$ cat src/rtl/signal_conflict_monitor.sv
// Safety monitor between the four-way light controller and the physical lamps.
// Registers the lamp drive, checks every cycle for illegal light combinations and
// sequences, and on a violation latches a fault and flashes all reds until cleared.
// Optional feature: define FAULT_COUNT_EN to enable the saturating fault counter.
module signal_conflict_monitor #(
    parameter int unsigned BLINK_DIV      = 25000000,
    parameter int unsigned MIN_YELLOW     = 40000000,
    parameter int unsigned RECOVER_CYCLES = 50000000
) (
    input  logic        clk,
    input  logic        rst_n,
    input  logic [1:0]  north,
    input  logic [1:0]  east,
    input  logic [1:0]  south,
    input  logic [1:0]  west,
    input  logic        clr_fault,
    output logic [11:0] lamp,
    output logic        fault,
    output logic [2:0]  fault_code,
    output logic [7:0]  fault_count
);

    localparam int unsigned YW = $clog2(MIN_YELLOW + 1);
    localparam int unsigned BW = $clog2(BLINK_DIV);
    localparam int unsigned PW = $clog2(2 * BLINK_DIV);
    localparam int unsigned RW = $clog2(RECOVER_CYCLES + 1);

    localparam logic [YW-1:0] YellowMin  = YW'(MIN_YELLOW);
    localparam logic [BW-1:0] BlinkLast  = BW'(BLINK_DIV - 1);
    localparam logic [PW-1:0] PeriodLast = PW'(2 * BLINK_DIV - 1);
    localparam logic [RW-1:0] RecLast    = RW'(RECOVER_CYCLES - 1);

    localparam logic [1:0]  CodeRed    = 2'b00;
    localparam logic [1:0]  CodeYellow = 2'b01;
    localparam logic [1:0]  CodeGreen  = 2'b10;
    localparam logic [1:0]  CodeBad    = 2'b11;
    localparam logic [11:0] AllRed     = 12'b100_100_100_100;

    typedef enum logic [1:0] {
        StInit,
        StMonitor,
        StFaultFlash,
        StRecover
    } state_e;

    state_e               state_q, state_d;
    logic [11:0]          lamp_q, lamp_d;
    logic                 fault_q, fault_d;
    logic [2:0]           code_q, code_d;
    logic [3:0][1:0]      prev_q, prev_d;
    logic [3:0][YW-1:0]   ycnt_q, ycnt_d, ycnt_next;
    logic [BW-1:0]        blink_q, blink_d;
    logic [PW-1:0]        period_q, period_d;
    logic [RW-1:0]        rec_q, rec_d;

    // Index 3 is north, 0 is west, matching the lamp bit order.
    logic [3:0][1:0] codes;
    logic [11:0]     lamp_decoded;
    logic [2:0]      viol_code;

    assign codes = {north, east, south, west};

    function automatic logic [2:0] decode_rgb(input logic [1:0] c);
        logic [2:0] r;
        unique case (c)
            CodeRed:    r = 3'b100;
            CodeYellow: r = 3'b010;
            CodeGreen:  r = 3'b001;
            default:    r = 3'b000;
        endcase
        return r;
    endfunction

    // Violation detection and per-direction yellow-time tracking.
    always_comb begin
        logic       v_bad, v_multi_green, v_skip_yellow, v_short_yellow;
        logic [2:0] n_green;
        v_bad          = 1'b0;
        v_multi_green  = 1'b0;
        v_skip_yellow  = 1'b0;
        v_short_yellow = 1'b0;
        n_green        = 3'd0;
        lamp_decoded   = '0;
        ycnt_next      = '0;
        for (int i = 0; i < 4; i++) begin
            if (codes[i] == CodeBad) v_bad = 1'b1;
            if (codes[i] == CodeGreen) n_green = n_green + 3'd1;
            if (prev_q[i] == CodeGreen && codes[i] == CodeRed) v_skip_yellow = 1'b1;
            if (prev_q[i] == CodeYellow && codes[i] != CodeYellow && ycnt_q[i] < YellowMin) begin
                v_short_yellow = 1'b1;
            end
            lamp_decoded[3*i +: 3] = decode_rgb(codes[i]);
            if (codes[i] == CodeYellow) begin
                ycnt_next[i] = (ycnt_q[i] == YellowMin) ? ycnt_q[i] : ycnt_q[i] + YW'(1);
            end
        end
        v_multi_green = (n_green >= 3'd2);
        // Lowest code wins when several checks fire together.
        if (v_bad)               viol_code = 3'd1;
        else if (v_multi_green)  viol_code = 3'd2;
        else if (v_skip_yellow)  viol_code = 3'd3;
        else if (v_short_yellow) viol_code = 3'd4;
        else                     viol_code = 3'd0;
    end

    // Next-state and registered-output logic.
    always_comb begin
        state_d  = state_q;
        lamp_d   = lamp_q;
        fault_d  = fault_q;
        code_d   = code_q;
        prev_d   = prev_q;
        ycnt_d   = ycnt_q;
        blink_d  = blink_q;
        period_d = period_q;
        rec_d    = rec_q;
        unique case (state_q)
            StInit: begin
                prev_d  = codes;
                ycnt_d  = '0;
                lamp_d  = AllRed;
                fault_d = 1'b0;
                state_d = StMonitor;
            end
            StMonitor: begin
                if (viol_code != 3'd0) begin
                    // Flash starts with reds on, so the bad pattern never reaches a lamp.
                    state_d  = StFaultFlash;
                    fault_d  = 1'b1;
                    code_d   = viol_code;
                    lamp_d   = AllRed;
                    blink_d  = '0;
                    period_d = '0;
                end else begin
                    lamp_d = lamp_decoded;
                    prev_d = codes;
                    ycnt_d = ycnt_next;
                end
            end
            StFaultFlash: begin
                if (period_q != PeriodLast) period_d = period_q + PW'(1);
                if (blink_q == BlinkLast) begin
                    blink_d = '0;
                    lamp_d  = lamp_q ^ AllRed;
                end else begin
                    blink_d = blink_q + BW'(1);
                end
                // A held clear waits for one full on/off period before taking effect.
                if (clr_fault && period_q == PeriodLast) begin
                    state_d = StRecover;
                    fault_d = 1'b0;
                    lamp_d  = AllRed;
                    rec_d   = '0;
                end
            end
            StRecover: begin
                lamp_d = AllRed;
                if (rec_q == RecLast) begin
                    state_d = StInit;
                    code_d  = 3'd0;
                    rec_d   = '0;
                end else begin
                    rec_d = rec_q + RW'(1);
                end
            end
            default: state_d = StInit;
        endcase
    end

    // State and output registers.
    always_ff @(posedge clk or negedge rst_n) begin
        if (!rst_n) begin
            state_q  <= StInit;
            lamp_q   <= AllRed;
            fault_q  <= 1'b0;
            code_q   <= 3'd0;
            prev_q   <= '0;
            ycnt_q   <= '0;
            blink_q  <= '0;
            period_q <= '0;
            rec_q    <= '0;
        end else begin
            state_q  <= state_d;
            lamp_q   <= lamp_d;
            fault_q  <= fault_d;
            code_q   <= code_d;
            prev_q   <= prev_d;
            ycnt_q   <= ycnt_d;
            blink_q  <= blink_d;
            period_q <= period_d;
            rec_q    <= rec_d;
        end
    end

    assign lamp       = lamp_q;
    assign fault      = fault_q;
    assign fault_code = code_q;

`ifdef FAULT_COUNT_EN
    logic [7:0] fcnt_q;

    // Count each entry into fault flash, saturating at 255.
    always_ff @(posedge clk or negedge rst_n) begin
        if (!rst_n) begin
            fcnt_q <= 8'd0;
        end else if (state_q == StMonitor && viol_code != 3'd0 && fcnt_q != 8'hFF) begin
            fcnt_q <= fcnt_q + 8'd1;
        end
    end

    assign fault_count = fcnt_q;
`else
    assign fault_count = 8'd0;
`endif

endmodule

$ cat config.mk
export PLATFORM = sky130hd
export DESIGN_NAME = signal_conflict_monitor
export DESIGN_NICKNAME = d
export VERILOG_FILES = /design/src/rtl/signal_conflict_monitor.sv
export SDC_FILE = /design/constraint.sdc
export NUM_CORES = 1
export LEC_CHECK = 0
export ABC_AREA = 1
export BUFFER_PORTS_ARGS = -buffer_cell sky130_fd_sc_hd__clkbuf_2
export CORE_AREA = 4 4 197 199
export CTS_CLUSTER_DIAMETER = 50
export DETAILED_ROUTE_END_ITERATION = 8
export DIE_AREA = 0 0 201 203
export PLACE_DENSITY = 0.62
export SLEW_MARGIN = 20
export SYNTH_ARGS = -nofsm -noshare
export SYNTH_HDL_FRONTEND = slang
export SYNTH_SLANG_ARGS = --single-unit
export TNS_END_PERCENT = 100
$ cat constraint.sdc
create_clock -name clk -period 2.5 [get_ports clk]
set_clock_uncertainty 0.15 [all_clocks]
set_input_delay 0.5 -clock clk [delete_from_list [all_inputs] [get_ports clk]]
set_output_delay 0.5 -clock clk [all_outputs]
set_load 0.02 [all_outputs]
# == Word-level counts from Yosys, hierarchy flattened ==
# Index checks and enable logic that the tools add are counted.
# classes
n_addsub,10
mul,0
n_div,0
n_lt_le_gt_ge,5
n_eq_ne,45
shifts,0
n_mux,59
n_bitwise,1
reduce_logical,36
# op_table
op,n
$mux 26,12
$pmux 104 s2,1
$add 26x1->26 const B,6
$eq 26x26->1 const B,6
$lt 26x26->1 const B,4
$mux 104,1
$pmux 26 s2,2
$mux 25,2
$pmux 25 s2,1
$mux 12,3
$pmux 12 s3,1
$pmux 3 s3,4
$eq 2x2->1 const B,14
$mux 3,9
$ne 26x26->1 const B,1
$add 25x1->25 const B,1
$eq 25x25->1 const B,1
$reduce_and 3->1,8
$eq 2x1->1 const B,9
$pmux 8 s2,1
$mux 1,15
$ne 3x3->1 const B,5
$logic_and 1x1->1,13
$logic_not 2->1,5
other kinds (14),31
# totals
ff_bits,207
latchBits,0
ramBits,0
romBits,0
output_inout_bits,24
memories,0

# == Logic depth before layout (Yosys ltp) ==
# Gate-level depths: netlist (run 1).
# logic_depth
ltp_word,14
ltp_mapped,21
mapped_depth_nobuf,19

# == Worst setup path after synthesis (run 1) ==
# OpenSTA, ideal clock, no wires.
# synth_path
path_kind,input to register
startpoint,in west[1]
endpoint,reg ycnt_q[14] in the netlist's numbering
setup_time_ps,119
arrival_ps,2659
t_required_ps,2231
setup_slack_ps,-428
cell_stages,21
path_buffers,2
path_cell_list,inv_1 > nor2_1 > inv_1 > ha_1 > xor2_1 > inv_1 > ha_1 > inv_1 > nor2_1 > nand2_1 > nand2_1 > nor2_2 > nand3_1 > nor2_2 > nand3_4 > nand2_4 > buf_6 > nand2_4 > buf_6 > nand2_1 > nand2_1
# synth_via
elab_chain_len,14
word_cells_on_any_way,39
# synth_lines
item,line_no,source
from (decl),15,"input logic [1:0] west,"
$eq 2x2->1 or $ne 2x1->1 (tied branches),"87, 89",
$mux 1 or $logic_and 1x1->1 (tied branches),"87, 89",
$add 3x1->3 or $logic_and 1x1->1 (tied branches),"87, 89",
$mux 3 or $mux 1 (tied branches),"87, 89",
$add 3x1->3 or $mux 1 (tied branches),"87, 89",
$mux 3 or $mux 1 (tied branches),"87, 89",
$add 3x1->3 or $mux 1 (tied branches),"87, 89",
"$mux 3, on equally long branches","87, 102",
$ge 3x2->1 or $mux 3 (tied branches),"97, 101",
$mux 3,100,else if (v_multi_green) viol_code = 3'd2;
$mux 3,99,if (v_bad) viol_code = 3'd1;
$reduce_bool 3->1,126,if (viol_code != 3'd0) begin
$ne 2x2->1 (no line),-,
$reduce_and 3->1 (no line),-,
to (signal assigned),188,ycnt_q <= ycnt_d;
to (decl),51,"logic [3:0][YW-1:0] ycnt_q, ycnt_d, ycnt_next;"
# Parallel ways exist; a longest one is shown, timed or not. The select of a mux whose other input is x is not followed.
# A chain may end at the register's enable or synchronous reset.

# == Worst setup path after layout (run 1) ==
# layout_path
startpoint,in south[0]
endpoint,reg ycnt_q[54] in the netlist's numbering
# layout_via
elab_chain_len,13
word_cells_on_any_way,29
# layout_lines
item,line_no,source
from (decl),14,"input logic [1:0] south,"
"parallel branches: the longest is 9 deep, another holds $add 3x1->3",-,
$mux 3 (*),99,
$reduce_bool 3->1 (*),126,
$ne 2x2->1 (no line) (*),-,
$reduce_and 3->1 (no line) (*),-,
# Mark *: on every way between the ends.

==> results.md, run 1 <==
Route
* 43.52 mm — detailed-route wire length
* 0 — DRC
* 0 — number of routed nets with antenna violations
* 5 — first-pass iteration count of the detailed router
* 5.234 — average vias per placed instance
* 15.02k — DR vias
* 1058 — DR iter-0 viols
* 15.17 um — mean routed wirelength per cell

Clock tree
* clkbuf_16 — library cell used as clock root buffer
* 3 — clk buf depth
* 60 ps — clock slew seen by the registers of the worst setup and hold paths
* 207 — total number of clock tree sinks
* built — CTS tree
* 1 — maximum level of the CTS H-tree
* 580 ps — clock latency on the worst-skew pair
* 31 — Num CTS Buffers

Worst setup path
* ycnt_q[46]$_DFFE_PN0P_ — FF-to-FF Start
* 7 — highest net fanout along the worst path
* input port — nature of the critical path startpoint
* 2790 ps — data arrival time of the worst path
* 12 — reg2reg path depth
* 2810 ps — critical path data required time
* flip-flop — nature of the critical path endpoint
* ycnt_q[54]$_DFFE_PN0P_ — r2r endpoint
* south[0] — Worst Setup SP
* 50 ps — worst setup slack for register-to-register paths
* in2reg — type of the setup path with the least slack

Die
* 35 — # IOs
* 39.61% — effective utilization at floorplan
* 71 — Placement Rows
* 203 um — die height
* 201 um — horizontal extent of the die
* 0.04080 mm2 — die footprint
* 0.03722 mm2 — core footprint

Final layout
* nand2_1 — most common cell after layout, fill and taps aside
* 2869 — Cell Count, Final, Fillers Out
* 21.48% — post-synthesis to final-layout area growth
* 48.13% — Post-Route Utilization
* 13.61% — fraction of layout cells with a size suffix above 1
* nand2_1 (638), nor2_1 (276), nand3_1 (267) — most frequent cells in the layout
* 2400 — final layout net count
* 0 — number of diodes

Run status
* finished, final reports clean — outcome

Yosys
* 0 — Post-synth EDFFs
* 207 — register bit count reported by yosys
* 100.0% — Post-synth ARST share
* 6.530 um2 — mean area per synthesized cell
* dfrtp_1 — Most used DFF post-synth
* 0 — warning count from the yosys run
* 2258 — instance count of the mapped netlist
* 0.01475 mm2 — post-synthesis instance area
* 35.16% — proportion of synthesized chip area in sequential cells
* 41 — Yosys cell types

Timing
* 0 — max-slew violations
* 0 — number of endpoints failing setup at the final stage
* true — setup repair after global routing missed its margin
* 66.94% — worst rel slew slack
* 15.69 ps — worst hold margin
* 99.33% — final critical-path share of the clock period
* 16.82 ps — final setup margin
* 0 — Hold Vio Cnt, Final
* 402.7 MHz — highest attainable clock frequency
* 492.2 ps — transition time of the tightest slew-check pin
* 2483 ps — minimum clock period

Min path
* 3 — number of cells on the worst hold path
* prev_q[2]$_DFFE_PN0P_ — Hold Crit Endpoint
* south[0] — HP Start
* in2reg — classification of the worst-slack hold path

Placement
* 0.9489 — Placer Congestion
* -766.8 ps — pre-CTS worst setup slack
* 30.63 mm — HPWL after detailed placement
* 26 — count of port buffers added during placement
* 2783 — total instance count after detailed placement

Global routing
* 14.25k — number of global-route vias before repair
* 57 — maximum number of pins on one net before global-route repair
* 1 — number of antenna violations at the first check in global routing
* 71.46 mm — global-route wire length before repair
* 20.35% — global router's overall resource usage
* 0 — total congestion overflow

Pwr
* 7.949 nW — leakage power total
* 0.01364 W — post-route total power
* 0.5176 mV — worst voltage drop across the vdd grid
* 761.3 mW/mm2 — power per cell area

Flow run
* 0 — max-cap viol count

-- Yosys cell counts, drive strengths merged (8+ instances only) --
master  instances  area (um2)
nand2         699        2654
nor2          285        1095
nand3         269        1359
inv           218       818.3
dfrtp         203        5080
nor3          124       620.6
o21ai          87       435.4
nand4          63       394.1
xor2           63       551.8
buf            46       302.8
clkbuf         41       155.1
nor4           30       187.7
xnor2          23       201.4
or2            20       125.1
ha             19       237.7
a21oi          17       85.08
nand3b         11       82.58
nor3b           8       60.06
o31ai           8       60.06
-- cells by family after synthesis --
| kind of cell | synth area share (%) |
|---|---|
| buffers and inverters | 8.680 |
| xor gates and xnor gates | 5.108 |
| other | 0.02543 |
| and+or+nand+nor | 44.65 |
| adders and majority gates | 1.612 |
| AOI/OAI and AO/OA | 4.760 |
| DFF | 35.16 |
-- timing repair --
action                     CTS  global route
hold buffers                 1             0
pin swaps                    3            21
gates resized for setup     11           102
hold endpoints to repair    46             0
gates cloned                 2            12
setup endpoints to repair  159           197
setup buffers                2            11
-- state kept, by name, indices dropped and copies added (netlist names) --
name,count
fault,1
lamp,12
rec_q,26
prev_q,8
blink_q,25
period_q,26
fault_code,3
state_q,2
ycnt_q,104
-- routing by layer --
metal | up-vias | part of all wire, % | GRT usage [%]
met4 | 2 | 2.2 | 4.843
li1 | 7556 | - | -
met2 | 359 | 46 | 33.95
met3 | 70 | 4.8 | 2.779
met1 | 7029 | 47 | 28.22
met5 | - | 0.046 | 0
-- through the flow --
step           area [um2]  setup TNS [ps]
2_1_floorplan       14880          -39480
3_3_place_gp        16090         -112630
3_5_place_dp        16090         -121260
4_1_cts             17240               0
5_1_grt             17910           -4688
6_report            17910               0
-- final cells by class --
type / count / area (um2)
timing repair buffer: 158 / 1614
fill: 3705 / 19310
sequential: 207 / 5186
clock inverter: 19 / 197.7
inverter: 219 / 849.6
tap: 474 / 593.1
clock buffer: 39 / 835.8
multi-input combinational: 1753 / 8637
-- how the worst max path moves through the flow --
stage,endpoint,slack [ps],cells past startpoint
after floorplan,ycnt_q[14]$_DFFE_PN0P_,-330,19
after global placement,ycnt_q[8]$_DFFE_PN0P_,-700,19
after detailed placement,ycnt_q[10]$_DFFE_PN0P_,-770,19
after CTS,ycnt_q[31]$_DFFE_PN0P_,0.7,22
after global routing,ycnt_q[42]$_DFFE_PN0P_,-90,21
final,ycnt_q[54]$_DFFE_PN0P_,20,21
-- worst max-delay path: stages --
cell	delay, ps
buf_12	110
nor2_4	100
inv_2	50
ha_4	260
xor2_1	150
inv_1	90
ha_4	160
inv_2	40
nor2_1	30
nand2_1	70
nand2_2	80
nor2_4	100
nand3_2	100
nor2_4	140
nand3_4	110
nand2_4	130
buf_12	160
nand2_8	80
clkbuf_16	190
nand2_2	60
nand2_1	50
-- where the power goes --
| part | leakage [nW] | switching, W | total [W] | internal, W |
|---|---|---|---|---|
| Clock | 0.497 | 0.00171 | 0.00432 | 0.00261 |
| Sequential | 2.85 | 0.000237 | 0.00384 | 0.00361 |
| Combinational | 4.60 | 0.00339 | 0.00548 | 0.00209 |
| Total | 7.95 | 0.00533 | 0.0136 | 0.00830 |
No activity file was read; power rests on OpenSTA's default activity.
==> run 2: changes to the inputs <==
--- a/config.mk
+++ b/config.mk
@@ -9,9 +9,11 @@
 export BUFFER_PORTS_ARGS = -buffer_cell sky130_fd_sc_hd__clkbuf_2
 export CORE_AREA = 4 4 197 199
 export CTS_CLUSTER_DIAMETER = 50
+export CTS_CLUSTER_SIZE = 20
 export DETAILED_ROUTE_END_ITERATION = 8
 export DIE_AREA = 0 0 201 203
 export PLACE_DENSITY = 0.62
+export SETUP_SLACK_MARGIN = 0.02
 export SLEW_MARGIN = 20
 export SYNTH_ARGS = -nofsm -noshare
 export SYNTH_HDL_FRONTEND = slang
==> run 2 against run 1 <==
Critical path depth increased by 2. Wire length fell by 1.2%. Hold slack better by 2.1 ps. Sequential power about the same. Via count fell by 0.23%. Maximum frequency is 0.77% higher. Total power down 3.8%. Design area fell by 1.4%. Sequential cell count unchanged. Highest routed layer unchanged.
==> results.md, run 2 (synthesis gave the netlist of run 1 again) <==
Min path
* in2reg — classification of the worst-slack hold path, unchanged
* south[0] — HP Start, unchanged

Worst setup path
* nand2_1 — most numerous cell on the critical path, was nor2_4
* 2810 ps — critical path data required time, about the same
* flip-flop — nature of the critical path endpoint, unchanged
* west[1] — Worst Setup SP, was south[0]
* 2770 ps — data arrival time of the worst path, was 2790 ps
* input port — nature of the critical path startpoint, unchanged
* ha_1 — cell with the largest stage delay on the worst path, was ha_4
* 80 ps — worst setup slack for register-to-register paths, was 50 ps
* buf_12, inv_12, nor2_4, buf_4, ha_1, inv_1, nand2_1, and2_4, ha_4, inv_2, nor2_1, nand2_1, nand2_2, nor2_4, nand3_2, nor2_4, nand3_4, nand2_8, buf_12, nand2_8, clkbuf_16, nand2_1, nand2_1 — series of cell instances along the critical path, was buf_12, nor2_4, inv_2, ha_4, xor2_1, inv_1, ha_4, inv_2, nor2_1, nand2_1, nand2_2, nor2_4, nand3_2, nor2_4, nand3_4, nand2_4, buf_12, nand2_8, clkbuf_16, nand2_2, nand2_1
* ycnt_q[46]$_DFFE_PN0P_ — FF-to-FF Start, unchanged
* 6 — highest net fanout along the worst path, was 7
* 200 ps — longest individual stage delay on the worst path, was 260 ps
* in2reg — type of the setup path with the least slack, unchanged

Placement
* 0.9489 — Placer Congestion, unchanged
* 0.01609 mm2 — cell area after placement, unchanged
* 30.63 mm — HPWL after detailed placement, unchanged
* -766.8 ps — pre-CTS worst setup slack, unchanged
* 26 — count of port buffers added during placement, unchanged
* 2783 — total instance count after detailed placement, unchanged

Route
* 0 — DRC, unchanged
* 14.98k — DR vias, was 15.02k
* 5.234 — average vias per placed instance, about the same
* 43.00 mm — detailed-route wire length, was 43.52 mm
* 0 — number of routed nets with antenna violations, unchanged
* 994 — DR iter-0 viols, was 1058
* 15.03 um — mean routed wirelength per cell, was 15.17 um
* 6 — first-pass iteration count of the detailed router, was 5

Timing
* true — setup repair after global routing missed its margin, unchanged
* 0 — Hold Vio Cnt, Final, unchanged
* 405.8 MHz — highest attainable clock frequency, was 402.7 MHz
* 35.73 ps — final setup margin, was 16.82 ps
* 2464 ps — minimum clock period, was 2483 ps
* 17.83 ps — worst hold margin, was 15.69 ps
* 98.57% — final critical-path share of the clock period, was 99.33%
* 0 — number of endpoints failing setup at the final stage, unchanged
* 506.8 ps — transition time of the tightest slew-check pin, was 492.2 ps
* 0 — max-slew violations, unchanged
* 66.17% — worst rel slew slack, was 66.94%

Global routing
* 57 — maximum number of pins on one net before global-route repair, unchanged
* 0 — total congestion overflow, unchanged
* 71.79 mm — global-route wire length before repair, was 71.46 mm
* 1 — number of antenna violations at the first check in global routing, unchanged
* 20.45% — global router's overall resource usage, was 20.35%
* 14.30k — number of global-route vias before repair, was 14.25k

Die
* 201 um — horizontal extent of the die, unchanged
* 0.04080 mm2 — die footprint, unchanged
* 0.03722 mm2 — core footprint, unchanged
* 39.61% — effective utilization at floorplan, unchanged
* 71 — Placement Rows, unchanged
* 203 um — die height, unchanged
* 35 — # IOs, unchanged

Final layout
* 104 — max reg flops, unchanged
* 2862 — Cell Count, Final, Fillers Out, was 2869
* ycnt_q — register name with the most flops, unchanged
* nand2_1 (669), nor2_1 (276), nand3_1 (266) — most frequent cells in the layout, was nand2_1 (638), nor2_1 (276), nand3_1 (267)
* nand2_1 — most common cell after layout, fill and taps aside, unchanged
* 0 — number of diodes, unchanged
* 0.01766 mm2 — Layout Cell Area excl Fill, was 0.01791 mm2
* 2394 — final layout net count, was 2400
* 12.10% — fraction of layout cells with a size suffix above 1, was 13.61%
* ycnt_q (104), period_q (26), rec_q (26) — largest registers in the final layout, unchanged
* 3734 — fill cell total of the finished layout, was 3705
* 19.79% — post-synthesis to final-layout area growth, was 21.48%

Clock tree
* 60 ps — clock slew seen by the registers of the worst setup and hold paths, about the same
* 30 — Num CTS Buffers, was 31
* 207 — total number of clock tree sinks, unchanged
* clkbuf_16 — library cell used as clock root buffer, unchanged
* built — CTS tree, unchanged
* 3 — clk buf depth, unchanged
* 1 — maximum level of the CTS H-tree, unchanged
* 580 ps — clock latency on the worst-skew pair, about the same

Pwr
* 742.8 mW/mm2 — power per cell area, was 761.3 mW/mm2
* 7.847 nW — leakage power total, was 7.949 nW
* 0.5651 mV — worst voltage drop across the vdd grid, was 0.5176 mV

Run status
* finished, final reports clean — outcome, unchanged

Flow run
* 0 — max-cap viol count, unchanged

==> run 2: repair_timing <==
item | 4_1_cts | 5_1_grt
endpoints found under the setup margin | 160 | 199
gates resized for setup | 13 | 57
hold endpoints to repair | 46 | 0
hold buffers | 1 | 0
cloned | 2 | 8
pin swaps | 3 | 14
buffers inserted | 4 | 8
==> run 2: stage by stage <==
| stage | util [%] | total power (W) | TNS [ps] |
|---|---|---|---|
| 2_1_floorplan | - | 0.006584 | -39480 |
| 3_3_place_gp | 43.22 | 0.007867 | -112630 |
| 3_5_place_dp | 43.22 | 0.007925 | -121260 |
| 4_1_cts | 46.33 | 0.01262 | 0 |
| 5_1_grt | 47.45 | 0.01391 | -3907 |
| 6_report | 47.45 | 0.01312 | 0 |
==> run 2: final timing paths <==
path	to	depth (start not counted)
setup reg to reg	ycnt_q[52]$_DFFE_PN0P_	12
setup / recovery	ycnt_q[52]$_DFFE_PN0P_	23
hold reg to reg	fault$_DFFE_PN0P_	2
max in group asynchronous	ycnt_q[87]$_DFFE_PN0P_	3
hold / removal	prev_q[2]$_DFFE_PN0P_	3
min in group asynchronous	period_q[5]$_DFFE_PN0P_	2
==> run 2: layout make-up <==
class | count | area [um2] | share of cell area (%)
multi-input combinational | 1753 | 8512 | 48.19
clock inverter | 19 | 205.2 | 1.162
tap | 474 | 593.1 | 3.358
inverter | 219 | 845.8 | 4.789
sequential | 207 | 5185 | 29.35
timing repair buffer | 153 | 1515 | 8.578
clock buffer | 37 | 807.0 | 4.569
==> run 2: worst max-delay path: cells and delay by family <==
| kind | cells | cell delay, ps |
|---|---|---|
| buffers and inverters | 7 | 680 |
| AND/OR/NAND/NOR | 14 | 1220 |
| adder cells (fa/ha/maj) | 2 | 350 |
==> run 2: report_power, final <==
part	switching (W)	total [W]	internal, W
clock network	0.00170	0.00425	0.00254
logic	0.00317	0.00504	0.00187
registers	0.000231	0.00384	0.00361
==> run 2: routing by layer <==
metal	vias to the layer above	wire [um]	track usage (%)
met1	7045	20160	28.16
met4	2	983	4.941
met2	321	19950	34.16
li1	7544	-	-
met5	-	20	0
met3	69	1897	2.971
==> run 3: changes to the inputs <==
--- a/config.mk
+++ b/config.mk
@@ -12,7 +12,7 @@
 export CTS_CLUSTER_SIZE = 20
 export DETAILED_ROUTE_END_ITERATION = 8
 export DIE_AREA = 0 0 201 203
-export PLACE_DENSITY = 0.62
+export PLACE_DENSITY = 0.54
 export SETUP_SLACK_MARGIN = 0.02
 export SLEW_MARGIN = 20
 export SYNTH_ARGS = -nofsm -noshare
==> run 3 against run 2 <==
Non-clock buffer count rose by 16. Clock power rose by 24%. Die area did not move. Clock-buffer cell count rose by 4. Combinational power rose by 13%. Register-to-register slack improved by 20 ps. Hold slack improved by 130 ps. Critical path depth fell by 2. Sequential cell count did not move. Wire length rose by 5.8%. Largest power group unchanged. Critical endpoint is now ycnt_q[92]$_DFFE_PN0P_. Global-route usage rose by 1.1 points.
==> results.md, run 3 (synthesis gave the netlist of run 1 again) <==
Placement
* 0.9197 — Placer Congestion, was 0.9489
* 26 — count of port buffers added during placement, unchanged
* 32.15 mm — HPWL after detailed placement, was 30.63 mm
* 0.01619 mm2 — cell area after placement, was 0.01609 mm2

Pwr
* 25.7% — share of power burned in registers, was 29.2%
* 0.4897 mV — worst voltage drop across the vdd grid, was 0.5651 mV
* 8.236 nW — leakage power total, was 7.847 nW
* 0.005597 W — Sw Pwr, was 0.005104 W
* 801.1 mW/mm2 — power per cell area, was 742.8 mW/mm2
* 37.76% — switching power as a share of total power, was 38.90%
* 38.6% — combinational share of power, was 38.4%
* 35.7% — clock share of power, was 32.4%
* 0.009225 W — Pint, was 0.008015 W

Global routing
* 0 — total congestion overflow, unchanged
* 2 — number of antenna violations at the first check in global routing, was 1
* 21.51% — global router's overall resource usage, was 20.45%
* 73.69 mm — global-route wire length before repair, was 71.79 mm
* 14.53k — number of global-route vias before repair, was 14.30k
* 63 — maximum number of pins on one net before global-route repair, was 57

Worst setup path
* 2780 ps — critical path data required time, was 2810 ps
* 270 ps — longest individual stage delay on the worst path, was 200 ps
* input port — nature of the critical path startpoint, unchanged
* ycnt_q[92]$_DFFE_PN0P_ — r2r endpoint, was ycnt_q[52]$_DFFE_PN0P_
* ycnt_q[46]$_DFFE_PN0P_ — FF-to-FF Start, unchanged
* 6 — buffers and inverters on the worst path, was 7
* 12 — reg2reg path depth, unchanged
* ha_2 — cell with the largest stage delay on the worst path, was ha_1
* 21 — instance count on the critical path, was 23
* flip-flop — nature of the critical path endpoint, unchanged
* ycnt_q[92]$_DFFE_PN0P_ — termination of the worst setup path, was ycnt_q[52]$_DFFE_PN0P_
* in2reg — type of the setup path with the least slack, unchanged
* 13 — highest net fanout along the worst path, was 6
* 2760 ps — data arrival time of the worst path, was 2770 ps
* simple AND/OR/NAND/NOR gates — cell family contributing the most delay on the critical path, unchanged
* buf_8, inv_12, nor2_4, buf_4, ha_4, inv_1, nand2_1, and2_4, ha_2, nand2_2, nand2_2, nor2_4, nand3_4, nor2_4, nand3_4, nand2_4, buf_12, nand2_8, clkbuf_16, nand2_1, nand2_1 — series of cell instances along the critical path, was buf_12, inv_12, nor2_4, buf_4, ha_1, inv_1, nand2_1, and2_4, ha_4, inv_2, nor2_1, nand2_1, nand2_2, nor2_4, nand3_2, nor2_4, nand3_4, nand2_8, buf_12, nand2_8, clkbuf_16, nand2_1, nand2_1
* 100 ps — worst setup slack for register-to-register paths, was 80 ps
* west[1] — Worst Setup SP, unchanged

Clock tree
* built — CTS tree, unchanged
* 37 — Num CTS Buffers, was 30
* 60 ps — clock slew seen by the registers of the worst setup and hold paths, about the same
* 3 — clk buf depth, unchanged
* clkbuf_16 — library cell used as clock root buffer, unchanged
* 207 — total number of clock tree sinks, unchanged
* 550 ps — clock latency on the worst-skew pair, was 580 ps
* 2 — maximum level of the CTS H-tree, was 1

Timing
* 99.56% — final critical-path share of the clock period, was 98.57%
* 0 — max-slew violations, unchanged
* 2489 ps — minimum clock period, was 2464 ps
* 55.44% — worst rel slew slack, was 66.17%
* 0 — number of endpoints failing setup at the final stage, unchanged
* 0 ps — setup_tns, unchanged
* 401.8 MHz — highest attainable clock frequency, was 405.8 MHz
* 0 — Hold Vio Cnt, Final, unchanged
* true — setup repair after global routing missed its margin, unchanged
* 663.4 ps — transition time of the tightest slew-check pin, was 506.8 ps

Route
* 843 — DR iter-0 viols, was 994
* 15.13k — DR vias, was 14.98k
* 5.237 — average vias per placed instance, was 5.234
* 0 — DRC, unchanged
* 0 — number of routed nets with antenna violations, unchanged
* 45.52 mm — detailed-route wire length, was 43.00 mm
* 15.76 um — mean routed wirelength per cell, was 15.03 um
* 7 — first-pass iteration count of the detailed router, was 6

Die
* 0.04080 mm2 — die footprint, unchanged
* 35 — # IOs, unchanged
* 201 um — horizontal extent of the die, unchanged
* 0.03722 mm2 — core footprint, unchanged
* 71 — Placement Rows, unchanged
* 203 um — die height, unchanged
* 39.61% — effective utilization at floorplan, unchanged

Min path
* in2reg — classification of the worst-slack hold path, unchanged
* south[1] — HP Start, was south[0]

Final layout
* ycnt_q — register name with the most flops, unchanged
* 3783 — fill cell total of the finished layout, was 3734
* 0.01850 mm2 — Layout Cell Area excl Fill, was 0.01766 mm2
* 0 — number of diodes, unchanged
* nand2_1 — most common cell after layout, fill and taps aside, unchanged
* ycnt_q (104), period_q (26), rec_q (26) — largest registers in the final layout, unchanged
* 15.98% — fraction of layout cells with a size suffix above 1, was 12.10%
* 25.48% — post-synthesis to final-layout area growth, was 19.79%
* 2417 — final layout net count, was 2394
* nand2_1 (601), nor2_1 (275), nand3_1 (265) — most frequent cells in the layout, was nand2_1 (669), nor2_1 (276), nand3_1 (266)
* 104 — max reg flops, unchanged

Flow run
* 0 — max-cap viol count, unchanged

Run status
* finished, final reports clean — outcome, unchanged

## run 3: changes by cell type in the layout (fill, tap and decap cells not counted), sizes merged
cell / previous run / this run
clkinv: 8 / 7
clkbuf: 64 / 73
bufbuf: 0 / 1
inv: 225 / 223
clkinvlp: 3 / 10
buf: 125 / 135
nand2: 700 / 699
bufinv: 2 / 6
## run 3: area by class of cell
type / count / area [um2] / area share, %
clock buffer: 41 / 950.9 / 5.139
clock inverter: 26 / 349.1 / 1.887
inverter: 219 / 844.6 / 4.565
multi-input combinational: 1752 / 8845 / 47.80
sequential: 207 / 5185 / 28.02
tap: 474 / 593.1 / 3.205
timing repair buffer: 169 / 1730 / 9.352
timing repair inverter: 1 / 5.005 / 0.02705
## run 3: power groups by stage
stage / Combinational [W] / Clock, W / Sequential [W]
floorplan: 0.00270 / 0 / 0.00389
global placement: 0.00409 / 0 / 0.00386
detailed placement: 0.00412 / 0 / 0.00387
CTS: 0.00457 / 0.00545 / 0.00381
global route: 0.00620 / 0.00560 / 0.00384
finish: 0.00572 / 0.00529 / 0.00381
## run 3: what timing repair did
| item | 4_1_cts | 5_1_grt |
|---|---|---|
| pin swaps | 3 | 29 |
| buffers inserted | 4 | 6 |
| hold buffers | 1 | 0 |
| setup endpoints to repair | 161 | 195 |
| gates cloned | 3 | 12 |
| resized for setup | 17 | 152 |
| hold endpoints to repair | 51 | 0 |
## run 3: through the flow
| step | utilization (%) | power, W | hold WS, ps | setup WS (ps) | instances |
|---|---|---|---|---|---|
| 4_1_cts | 47.51 | 0.01383 | 113.6 | 37.11 | 2872 |
| 3_3_place_gp | 43.50 | 0.007951 | 322.0 | -670.7 | 2797 |
| 2_1_floorplan | - | 0.006584 | 54.41 | -334.5 | 2265 |
| 5_1_grt | 49.71 | 0.01564 | 153.6 | -125.5 | 2889 |
| 3_5_place_dp | 43.50 | 0.007985 | 338.8 | -694.8 | 2797 |
| 6_report | 49.71 | 0.01482 | 146.8 | 10.90 | 2889 |
## run 3: worst min path at each step
stage / end / cells past startpoint / slack [ps]
floorplan: blink_q[0]$_DFFE_PN0P_ / 0 / 50
global placement: blink_q[24]$_DFFE_PN0P_ / 2 / 320
detailed placement: ycnt_q[29]$_DFFE_PN0P_ / 2 / 340
CTS: prev_q[7]$_DFFE_PN0P_ / 3 / 110
global route: prev_q[3]$_DFFE_PN0P_ / 4 / 150
finish: prev_q[3]$_DFFE_PN0P_ / 4 / 150
## run 3: worst min-delay path, stage by stage
cell and delay (ps):
buf_8 100, buf_4 120, nand2_1 50, nand2_1 50
## run 3: routing by layer
layer / track usage (%) / wire, um / up-vias
li1: - / - / 7581
met2: 35.37 / 20900 / 337
met4: 8.063 / 1530 / 4
met5: 0 / 28 / -
met3: 3.658 / 2184 / 104
met1: 28.56 / 20880 / 7105
